$ cat config.mk
export PLATFORM = sky130hd
export DESIGN_NAME = axis_latency_probe_flat
export DESIGN_NICKNAME = d
export VERILOG_FILES = /design/src/rtl/axis_latency_probe_if.sv /design/src/rtl/axis_latency_probe.sv /design/src/flat_wrapper.sv
export SDC_FILE = /design/constraint.sdc
export NUM_CORES = 1
export LEC_CHECK = 0
export BUFFER_PORTS_ARGS = -buffer_cell sky130_fd_sc_hd__clkbuf_2
export CAP_MARGIN = 20
export CORE_MARGIN = 2
export CORE_UTILIZATION = 30
export CTS_CLUSTER_DIAMETER = 30
export DETAILED_ROUTE_END_ITERATION = 6
export SETUP_SLACK_MARGIN = 0.2
export SLEW_MARGIN = 30
export SYNTH_ARGS = -nofsm -noshare
export SYNTH_HDL_FRONTEND = slang
export SYNTH_SLANG_ARGS = --single-unit
$ cat constraint.sdc
create_clock -name clk -period 3 [get_ports clk]
set_input_delay 0.15 -clock clk [delete_from_list [all_inputs] [get_ports clk]]
set_output_delay 0.15 -clock clk [all_outputs]
set_load 0.01 [all_outputs]
$ cat src/rtl/axis_latency_probe_if.sv
// ---------------------------------------------------------------------------
// axis_latency_probe_if
//   AXI-Stream beat bundle without backpressure (no tready).
//   Ports / signals:
//     tdata   DATA_WIDTH  beat payload
//     tvalid  1           beat valid
//     tlast   1           beat last
//   Modports:
//     master  drives the beat (transmit side)
//     slave   receives the beat (receive side)
// ---------------------------------------------------------------------------
interface axis_latency_probe_if #(
    parameter int DATA_WIDTH = 16
);
    logic [DATA_WIDTH-1:0] tdata;
    logic                  tvalid;
    logic                  tlast;

    modport master (output tdata, output tvalid, output tlast);
    modport slave  (input  tdata, input  tvalid, input  tlast);
endinterface

$ cat src/rtl/axis_latency_probe.sv
// ---------------------------------------------------------------------------
// axis_latency_probe
//   Round-trip latency calibration. On start, sends one marker beat on m_axis,
//   counts cycles until the marker returns on s_axis, and reports the count.
//   Ports:
//     clk            clock
//     rst            synchronous active-high reset
//     start          single-cycle measurement request (ignored while busy)
//     m_axis         probe stream toward the path under test (master)
//     s_axis         returned stream from the path (slave)
//     latency        measured cycles, held until the next start
//     latency_valid  level; latency holds a valid result
//     timeout        level; last measurement expired without a match
//     busy           measurement in progress (SEND or WAIT)
// ---------------------------------------------------------------------------
module axis_latency_probe #(
    parameter int                    DATA_WIDTH  = 16,
    parameter logic [DATA_WIDTH-1:0] MARKER      = 'hA5A5,
    parameter int                    COUNT_WIDTH = 16,
    parameter int                    TIMEOUT     = 1000
) (
    input  logic                   clk,
    input  logic                   rst,
    input  logic                   start,
    axis_latency_probe_if.master   m_axis,
    axis_latency_probe_if.slave    s_axis,
    output logic [COUNT_WIDTH-1:0] latency,
    output logic                   latency_valid,
    output logic                   timeout,
    output logic                   busy
);

    typedef enum logic [1:0] {
        IDLE = 2'd0,
        SEND = 2'd1,
        WAIT = 2'd2,
        DONE = 2'd3
    } state_t;

    localparam logic [COUNT_WIDTH-1:0] TIMEOUT_CNT = COUNT_WIDTH'(TIMEOUT);

    state_t                  state_q,         state_d;
    logic [COUNT_WIDTH-1:0]  count_q,         count_d;
    logic [DATA_WIDTH-1:0]   m_tdata_q,       m_tdata_d;
    logic                    m_tvalid_q,      m_tvalid_d;
    logic                    m_tlast_q,       m_tlast_d;
    logic [COUNT_WIDTH-1:0]  latency_q,       latency_d;
    logic                    latency_valid_q, latency_valid_d;
    logic                    timeout_q,       timeout_d;
    logic                    busy_q,          busy_d;
    logic                    match;

    // Only a complete, last-flagged marker beat counts as the returned probe.
    assign match = s_axis.tvalid && s_axis.tlast && (s_axis.tdata == MARKER);

    always_comb begin
        // NOTE: every variable gets a default before the case so no path
        // leaves one unassigned, which would otherwise infer a latch.
        state_d         = state_q;
        count_d         = '0;
        m_tdata_d       = '0;
        m_tvalid_d      = 1'b0;
        m_tlast_d       = 1'b0;
        latency_d       = latency_q;
        latency_valid_d = latency_valid_q;
        timeout_d       = timeout_q;

        case (state_q)
            IDLE, DONE: begin
                if (start) begin
                    state_d         = SEND;
                    m_tdata_d       = MARKER;
                    m_tvalid_d      = 1'b1;
                    m_tlast_d       = 1'b1;
                    latency_d       = '0;
                    latency_valid_d = 1'b0;
                    timeout_d       = 1'b0;
                end
            end
            SEND: begin
                // Counter is 0 here, so a same-cycle (combinational) return
                // reports zero latency.
                if (match) begin
                    latency_d       = '0;
                    latency_valid_d = 1'b1;
                    state_d         = DONE;
                end else begin
                    count_d = count_q + 1'b1;
                    state_d = WAIT;
                end
            end
            WAIT: begin
                // A match on the final permitted cycle still wins over timeout.
                if (match) begin
                    latency_d       = count_q;
                    latency_valid_d = 1'b1;
                    state_d         = DONE;
                end else if (count_q == TIMEOUT_CNT) begin
                    latency_d       = '1;
                    latency_valid_d = 1'b0;
                    timeout_d       = 1'b1;
                    state_d         = DONE;
                end else begin
                    count_d = count_q + 1'b1;
                end
            end
            default: state_d = IDLE;
        endcase

        busy_d = (state_d == SEND) || (state_d == WAIT);
    end

    always_ff @(posedge clk) begin
        // NOTE: non-blocking assignments keep every register sampling the
        // pre-edge values, independent of statement order.
        if (rst) begin
            state_q         <= IDLE;
            count_q         <= '0;
            m_tdata_q       <= '0;
            m_tvalid_q      <= 1'b0;
            m_tlast_q       <= 1'b0;
            latency_q       <= '0;
            latency_valid_q <= 1'b0;
            timeout_q       <= 1'b0;
            busy_q          <= 1'b0;
        end else begin
            state_q         <= state_d;
            count_q         <= count_d;
            m_tdata_q       <= m_tdata_d;
            m_tvalid_q      <= m_tvalid_d;
            m_tlast_q       <= m_tlast_d;
            latency_q       <= latency_d;
            latency_valid_q <= latency_valid_d;
            timeout_q       <= timeout_d;
            busy_q          <= busy_d;
        end
    end

    assign m_axis.tdata  = m_tdata_q;
    assign m_axis.tvalid = m_tvalid_q;
    assign m_axis.tlast  = m_tlast_q;
    assign latency       = latency_q;
    assign latency_valid = latency_valid_q;
    assign timeout       = timeout_q;
    assign busy          = busy_q;

endmodule

$ cat src/flat_wrapper.sv
// flat-port wrapper written by rule: the top's interface ports become plain ports
module axis_latency_probe_flat 
#(
    parameter int                    DATA_WIDTH  = 16,
    parameter logic [DATA_WIDTH-1:0] MARKER      = 'hA5A5,
    parameter int                    COUNT_WIDTH = 16,
    parameter int                    TIMEOUT     = 1000
)
  (clk, rst, start, latency, latency_valid, timeout, busy, m_axis_tdata, m_axis_tvalid, m_axis_tlast, s_axis_tdata, s_axis_tvalid, s_axis_tlast);
  axis_latency_probe_if #(.DATA_WIDTH(DATA_WIDTH)) m_axis_i ();
  axis_latency_probe_if #(.DATA_WIDTH(DATA_WIDTH)) s_axis_i ();
  input  logic clk;
  input  logic rst;
  input  logic start;
  output logic [COUNT_WIDTH-1:0] latency;
  output logic latency_valid;
  output logic timeout;
  output logic busy;
  output wire logic [$bits(m_axis_i.tdata)-1:0] m_axis_tdata;
  output wire logic [$bits(m_axis_i.tvalid)-1:0] m_axis_tvalid;
  output wire logic [$bits(m_axis_i.tlast)-1:0] m_axis_tlast;
  input wire logic [$bits(s_axis_i.tdata)-1:0] s_axis_tdata;
  input wire logic [$bits(s_axis_i.tvalid)-1:0] s_axis_tvalid;
  input wire logic [$bits(s_axis_i.tlast)-1:0] s_axis_tlast;
  assign m_axis_tdata = m_axis_i.tdata;
  assign m_axis_tvalid = m_axis_i.tvalid;
  assign m_axis_tlast = m_axis_i.tlast;
  assign s_axis_i.tdata = s_axis_tdata;
  assign s_axis_i.tvalid = s_axis_tvalid;
  assign s_axis_i.tlast = s_axis_tlast;
  axis_latency_probe #(.DATA_WIDTH(DATA_WIDTH), .MARKER(MARKER), .COUNT_WIDTH(COUNT_WIDTH), .TIMEOUT(TIMEOUT)) u_core (.clk(clk), .rst(rst), .start(start), .m_axis(m_axis_i), .s_axis(s_axis_i), .latency(latency), .latency_valid(latency_valid), .timeout(timeout), .busy(busy));
endmodule
==> flow_summary.toml, run 1 <==
[clock_tree]
ctsLongestPathBuffers = 2
cts-resized-gates = 0
clock_latency_ns = 0.29
htree_levels = 2
post-cts-setup-buffers = 0
cts_tree = "built"
clockRootBuffer = "clkbuf_8"
clock_sinks = 38
clk_pin_slew_ns = 0.07
holdBufCountCts = 0
numCtsBuffers = 5

[cells_and_area]
layout.area.seq_um2 = 761
drive_above_1_share = 0.339
antenna-diode-count = 0
finalNetCount = 263
area_delta_synth_final_pct = 14.2
nFillCells = 655
final_cell_area_mm2 = 0.00220
multi_input_area_um2 = 976

[logic_synthesis]
ys_seq_area_frac = 0.394
netlist_instances = 198
syn_area_mm2 = 0.00193
syn_avg_cell_area_um2 = 9.74
yosys_warnings = 0
yosysTopAreaCell = "dfxtp_1"
synth_edf_count = 0
yosys.cell_count.top_type = "dfxtp_1"
synthTopCellsByArea = "dfxtp_1 39%, o2bb2ai_2 7.8%, buf_4 6.6%"
ys.flop_type = "dfxtp_1"
synth_commonest_cells = "38 x dfxtp_1, 22 x nor2_1, 19 x a21oi_1, 17 x buf_4, 10 x o2bb2ai_2"
yosysUniqueCellTypes = 42
yosys.area.top_type_share = 0.394
async_flop_share = 0
synth_seq_cells = 38

[detailed_routing]
wl_per_cell_um = 11.9
routed_wl_mm = 3.75
firstDrtPassIters = 4
drt_iter0_drc = 72
vias_per_cell = 4.70
vias = 1484
route.antenna.remaining_nets = 0
drc = 0

[global_routing]
grt.busiest_layer = "met2"
grt_util_met3 = 0.0344
grt_pass1_vias = 1339
grtUsageMet1 = 0.148
track_usage = 0.109
antenna_found_initial = 0
grtUsageMet2 = 0.164
overflow = 0
grt_start_max_net_pins = 25
grt_pass1_wl_mm = 6.33

[timing]
period_needed_ns = 2.25
rsz0062_at_grt = "false"
final.setup_skew_ns = 0.00949
slew_headroom = 0.589
worst_pin_slew_ns = 0.614
slew_viol_final = 0
setup_violations = 0
tns_ns = 0
fin_crit_sh = 0.749
hold_violations = 0
hold-worst-slack_ns = 0.157
fmaxAchievable_ghz = 0.445

[setup_path]
critical_path_buf_inv_count = 2
slowest_delay_ns = 0.54
critPathCaptureType = "register"
path_delay_family = "compound AO/OA/AOI/OAI gates"
cp_data_required_time_ns = 3.21
critical_path.cell_chain = "inv_1 -> ha_1 -> or2b_2 -> nand2_1 -> a2111oi_4 -> buf_4 -> a21oi_1 -> o2bb2ai_2"
critPathKind = "register to register"
crit_path_top_delay_cell = "a2111oi_4"
cp_max_fo = 9
start_kind = "register"
cp.arrival_ns = 2.46

[floorplanning]
row_count = 29
start_util = 0.307
die_w_um = 84.2
die_y_um = 84.2
core-area_mm2 = 0.00628
ios = 58
fp.dieArea_mm2 = 0.00709

[pwr]
p_total_uw = 1250
powerDensity_mw_per_mm2 = 569
power.static_leakage_uw = 0.000866
ir_drop_mv = 0.306

[flow_run]
max_cap_violations = 0

[placed_design]
place_area_mm2 = 0.00211
port_buffers = 49
place.gp.congestion = 0.785
hpwlAfterDp_mm = 2.79

[min_path]
hp-class = "input port to register"

[run_status]
run_status = "completed"
-- worst paths after layout --
path                                         from                      end  slack [ns]  cells after the start
worst max-delay path            u_core.state_q[0]        u_core.latency[9]        0.75                      8
worst min-delay path                        start  u_core.m_axis.tdata[13]        0.16                      3
worst max register to register  u_core.state_q[0]        u_core.latency[9]        0.75                      8
worst min register to register  u_core.latency[3]        u_core.latency[3]        0.46                      1
-- area by class of cell --
type / instances / share of cell area
inverter: 5 / 0.00852
multi-input combinational: 137 / 0.443
timing repair buffer: 51 / 0.118
tap: 77 / 0.0437
sequential: 38 / 0.345
clock buffer: 7 / 0.0392
clock inverter: 1 / 0.00227
-- metrics by stage --
stage	std cells	utilization	setup slack [ns]
after detailed placement	308	0.336	0.753
after floorplan	205	-	1.05
after global placement	308	0.336	0.824
after CTS	316	0.351	0.730
after global routing	316	0.351	0.588
final	316	0.351	0.754
-- power breakdown --
group | internal, µW | switching (µW) | leakage, µW
Combinational | 130 | 208 | 0.000510
Sequential | 530 | 27.7 | 0.000307
Clock | 185 | 174 | 0.0000482
-- per-layer routing --
metal  vias to the layer above  wire length (µm)
met3                         7               210
met1                       678              1820
met2                        38              1650
met5                         -                 0
met4                         0                63
li1                        761                 -
-- registers in the layout (all words and copies together), names as in the netlist --
| name | count |
|---|---|
| u_core.latency_valid | 1 |
| u_core.state_q | 2 |
| u_core.busy | 1 |
| u_core.count_q | 16 |
| u_core.timeout | 1 |
| u_core.m_axis.tdata | 1 |
| u_core.latency | 16 |
-- placed cells by master (no fill, tap or decap), types with 2 or more instances in the layout --
| cell type | n |
|---|---|
| and3_1 | 5 |
| and4_2 | 2 |
| xor2_1 | 8 |
| inv_1 | 5 |
| a21oi_1 | 19 |
| nand3_1 | 6 |
| o2bb2ai_2 | 10 |
| a31oi_1 | 4 |
| o21a_1 | 2 |
| ha_1 | 4 |
| xnor2_1 | 7 |
| nand2_1 | 9 |
| nor2_1 | 22 |
| dfxtp_1 | 38 |
| and4bb_2 | 3 |
| nand4_1 | 3 |
| o2bb2ai_1 | 6 |
| nor3_1 | 3 |
| conb_1 | 8 |
| clkbuf_8 | 6 |
| buf_4 | 2 |
| clkbuf_2 | 49 |
-- worst min-delay path, delay by kind of cell --
family | cells | cell delay (ns)
simple gates | 2 | 0.15
buf+inv | 1 | 0.10
-- cells by family after synthesis --
kind of cell | Yosys count | synth area share
adders and majority gates | 4 | 0.0259
and+or+nand+nor | 65 | 0.195
xor gates and xnor gates | 15 | 0.0681
other | 1 | 0.00194
DFF | 38 | 0.394
AOI/OAI and AO/OA | 45 | 0.201
buffers and inverters | 30 | 0.113
(Power assumes the default switching activity.)
==> inputs of run 2 (changes only) <==
--- a/config.mk
+++ b/config.mk
@@ -5,6 +5,7 @@
 export SDC_FILE = /design/constraint.sdc
 export NUM_CORES = 1
 export LEC_CHECK = 0
+export ABC_AREA = 1
 export BUFFER_PORTS_ARGS = -buffer_cell sky130_fd_sc_hd__clkbuf_2
 export CAP_MARGIN = 20
 export CORE_MARGIN = 2
==> constraint.sdc (replaced) <==
create_clock -name clk -period 1.85 [get_ports clk]
set_input_delay 0.0925 -clock clk [delete_from_list [all_inputs] [get_ports clk]]
set_output_delay 0.0925 -clock clk [all_outputs]
set_load 0.01 [all_outputs]
==> flow_summary.toml, run 2 <==
[run_status]
run_status = "completed"

[logic_synthesis]
ys.flop_type = "dfxtp_1"
netlist_instances = 320
yosys_warnings = 0
synth_commonest_cells = "89 x nor2_1, 54 x nand2_1, 38 x dfxtp_1, 37 x inv_1, 18 x buf_4"
syn_avg_cell_area_um2 = 6.67
syn_area_mm2 = 0.00214
yosysUniqueCellTypes = 28
yosys.cell_count.top_type = "nor2_1"
synth_edf_count = 0
yosysTopAreaCell = "dfxtp_1"
synthTopCellsByArea = "dfxtp_1 36%, nor2_1 16%, nand2_1 9.5%"
async_flop_share = 0
synth_seq_cells = 38
yosys.area.top_type_share = 0.356
ys_seq_area_frac = 0.356

[setup_path]
critPathKind = "register to register"
cp.arrival_ns = 1.70
cp_max_fo = 4
r2r-end = "u_core.count_q[10]"
critPathCaptureType = "register"
ff2ff_path_depth = 7
worstReg2RegStart = "u_core.count_q[0]"
critPathLaunch = "u_core.count_q[0]"
reg2reg_slack_ns = 0.33
cp_data_required_time_ns = 2.03
start_kind = "register"

[pwr]
ir_drop_mv = 0.448
power.static_leakage_uw = 0.00123
powerDensity_mw_per_mm2 = 1360
p_total_uw = 3590

[flow_run]
max_cap_violations = 0

[min_path]
hp-start = "rst"
hp-class = "input port to register"
min_delay_worst_endpoint = "u_core.m_axis.tdata[13]"
hold_depth = 2

[floorplanning]
row_count = 30
ios = 58
start_util = 0.313
fp.dieArea_mm2 = 0.00781
die_w_um = 88.4
core-area_mm2 = 0.00683
die_y_um = 88.4

[clock_tree]
ctsLongestPathBuffers = 2
clk_pin_slew_ns = 0.08
cts_tree = "built"
htree_levels = 2
numCtsBuffers = 5
clockRootBuffer = "clkbuf_8"
clock_sinks = 38
clock_latency_ns = 0.29

[timing]
final.setup_skew_ns = 0.00719
slew_viol_final = 0
period_needed_ns = 1.52
rsz0062_at_grt = "false"
hold-worst-slack_ns = 0.0456
hold_violations = 0
fin_crit_sh = 0.819
setup_violations = 0
fmaxAchievable_ghz = 0.660
tns_ns = 0

[cells_and_area]
antenna-diode-count = 0
mostFrequentLayoutCells = "87 x nor2_1, 54 x nand2_1, 49 x clkbuf_2"
finalNetCount = 396
area_delta_synth_final_pct = 23.9
drive_above_1_share = 0.280
final_common_cell = "nor2_1"

[placed_design]
hpwlAfterDp_mm = 3.41
place.gp.congestion = 0.842
port_buffers = 49

[detailed_routing]
firstDrtPassIters = 4
drt_iter0_drc = 82
route.antenna.remaining_nets = 0
routed_wl_mm = 4.72
wl_per_cell_um = 10.1
drc = 0
vias_per_cell = 4.16
vias = 1947

[global_routing]
grt_pass1_vias = 1799
grt_start_max_net_pins = 26
track_usage = 0.122
overflow = 0
antenna_found_initial = 0
grt_pass1_wl_mm = 7.65
run 2: cell count changes in the layout (fill, tap and decap cells not counted), sizes merged, moves of 4 or more:
cell and delta:
nor2 +69, nand2 +60, inv +36, o2bb2ai -16, a21oi -11, buf +7, nand3 +7, and3 -6
xnor2 -6, o21ai +5, a31oi -4
run 2: timing repair:
action / in CTS / in global routing
pin swaps: 1 / 8
buffers inserted: 0 / 4
gates resized for setup: 3 / 18
hold buffers: 0 / 0
endpoints found under the setup margin: 17 / 28
cloned: 0 / 3
run 2: critical path: stages (launching register included):
cell and delay, ns:
dfxtp_2 0.36, ha_2 0.21, nand3_2 0.12, nor3_2 0.21, nand4_1 0.20, buf_4 0.19, o21ai_0 0.06, nor2_1 0.05
run 2: worst max path at each step:
stage                                     to  slack (ns)
after floorplan           u_core.latency[10]        0.35
after global placement     u_core.latency[4]        0.20
after detailed placement   u_core.latency[1]        0.09
after CTS                  u_core.latency[1]        0.19
after global routing       u_core.latency[7]        0.19
final                     u_core.count_q[10]        0.33
run 2: where the power goes:
part | total [µW] | leakage [µW] | switching [µW] | internal, µW
sequential | 1080 | 0.000313 | 90.3 | 988
combinational | 1840 | 0.000860 | 1160 | 684
clock | 671 | 0.0000575 | 295 | 377
run 2: stage by stage:
stage	std cells	util	setup WS, ns	cell area [µm²]
CTS	461	0.370	0.188	2520
finish	468	0.387	0.335	2650
detailed placement	453	0.351	0.0909	2400
global route	468	0.387	0.194	2650
floorplan	327	-	0.348	2160
global placement	453	0.351	0.195	2400
run 2: layout make-up:
type	instances	area, µm²
fillers	713	4190
repair buffers	58	313
inverters	44	168
multi-input cells	224	1170
flip-flops and latches	38	766
well taps	96	120
clock buffers	8	110
run 2: per-layer routing:
metal,global-route usage,wire (µm),vias up
met5,0,0,-
met4,0.0344,50,0
met3,0.0317,238,7
met2,0.213,2200,46
met1,0.149,2230,841
li1,-,-,1053
run 2: kinds of logic (layout without fill, tap and decap cells):
| kind of cell | count (synthesis) | count (layout) | synth area share |
|---|---|---|---|
| and+or+nand+nor | 185 | 188 | 0.389 |
| buffers and inverters | 68 | 110 | 0.156 |
| DFF | 38 | 38 | 0.356 |
| AOI/OAI and AO/OA | 15 | 15 | 0.0363 |
| xor gates and xnor gates | 9 | 9 | 0.0369 |
| adders and majority gates | 4 | 4 | 0.0234 |
| other | 1 | 8 | 0.00176 |
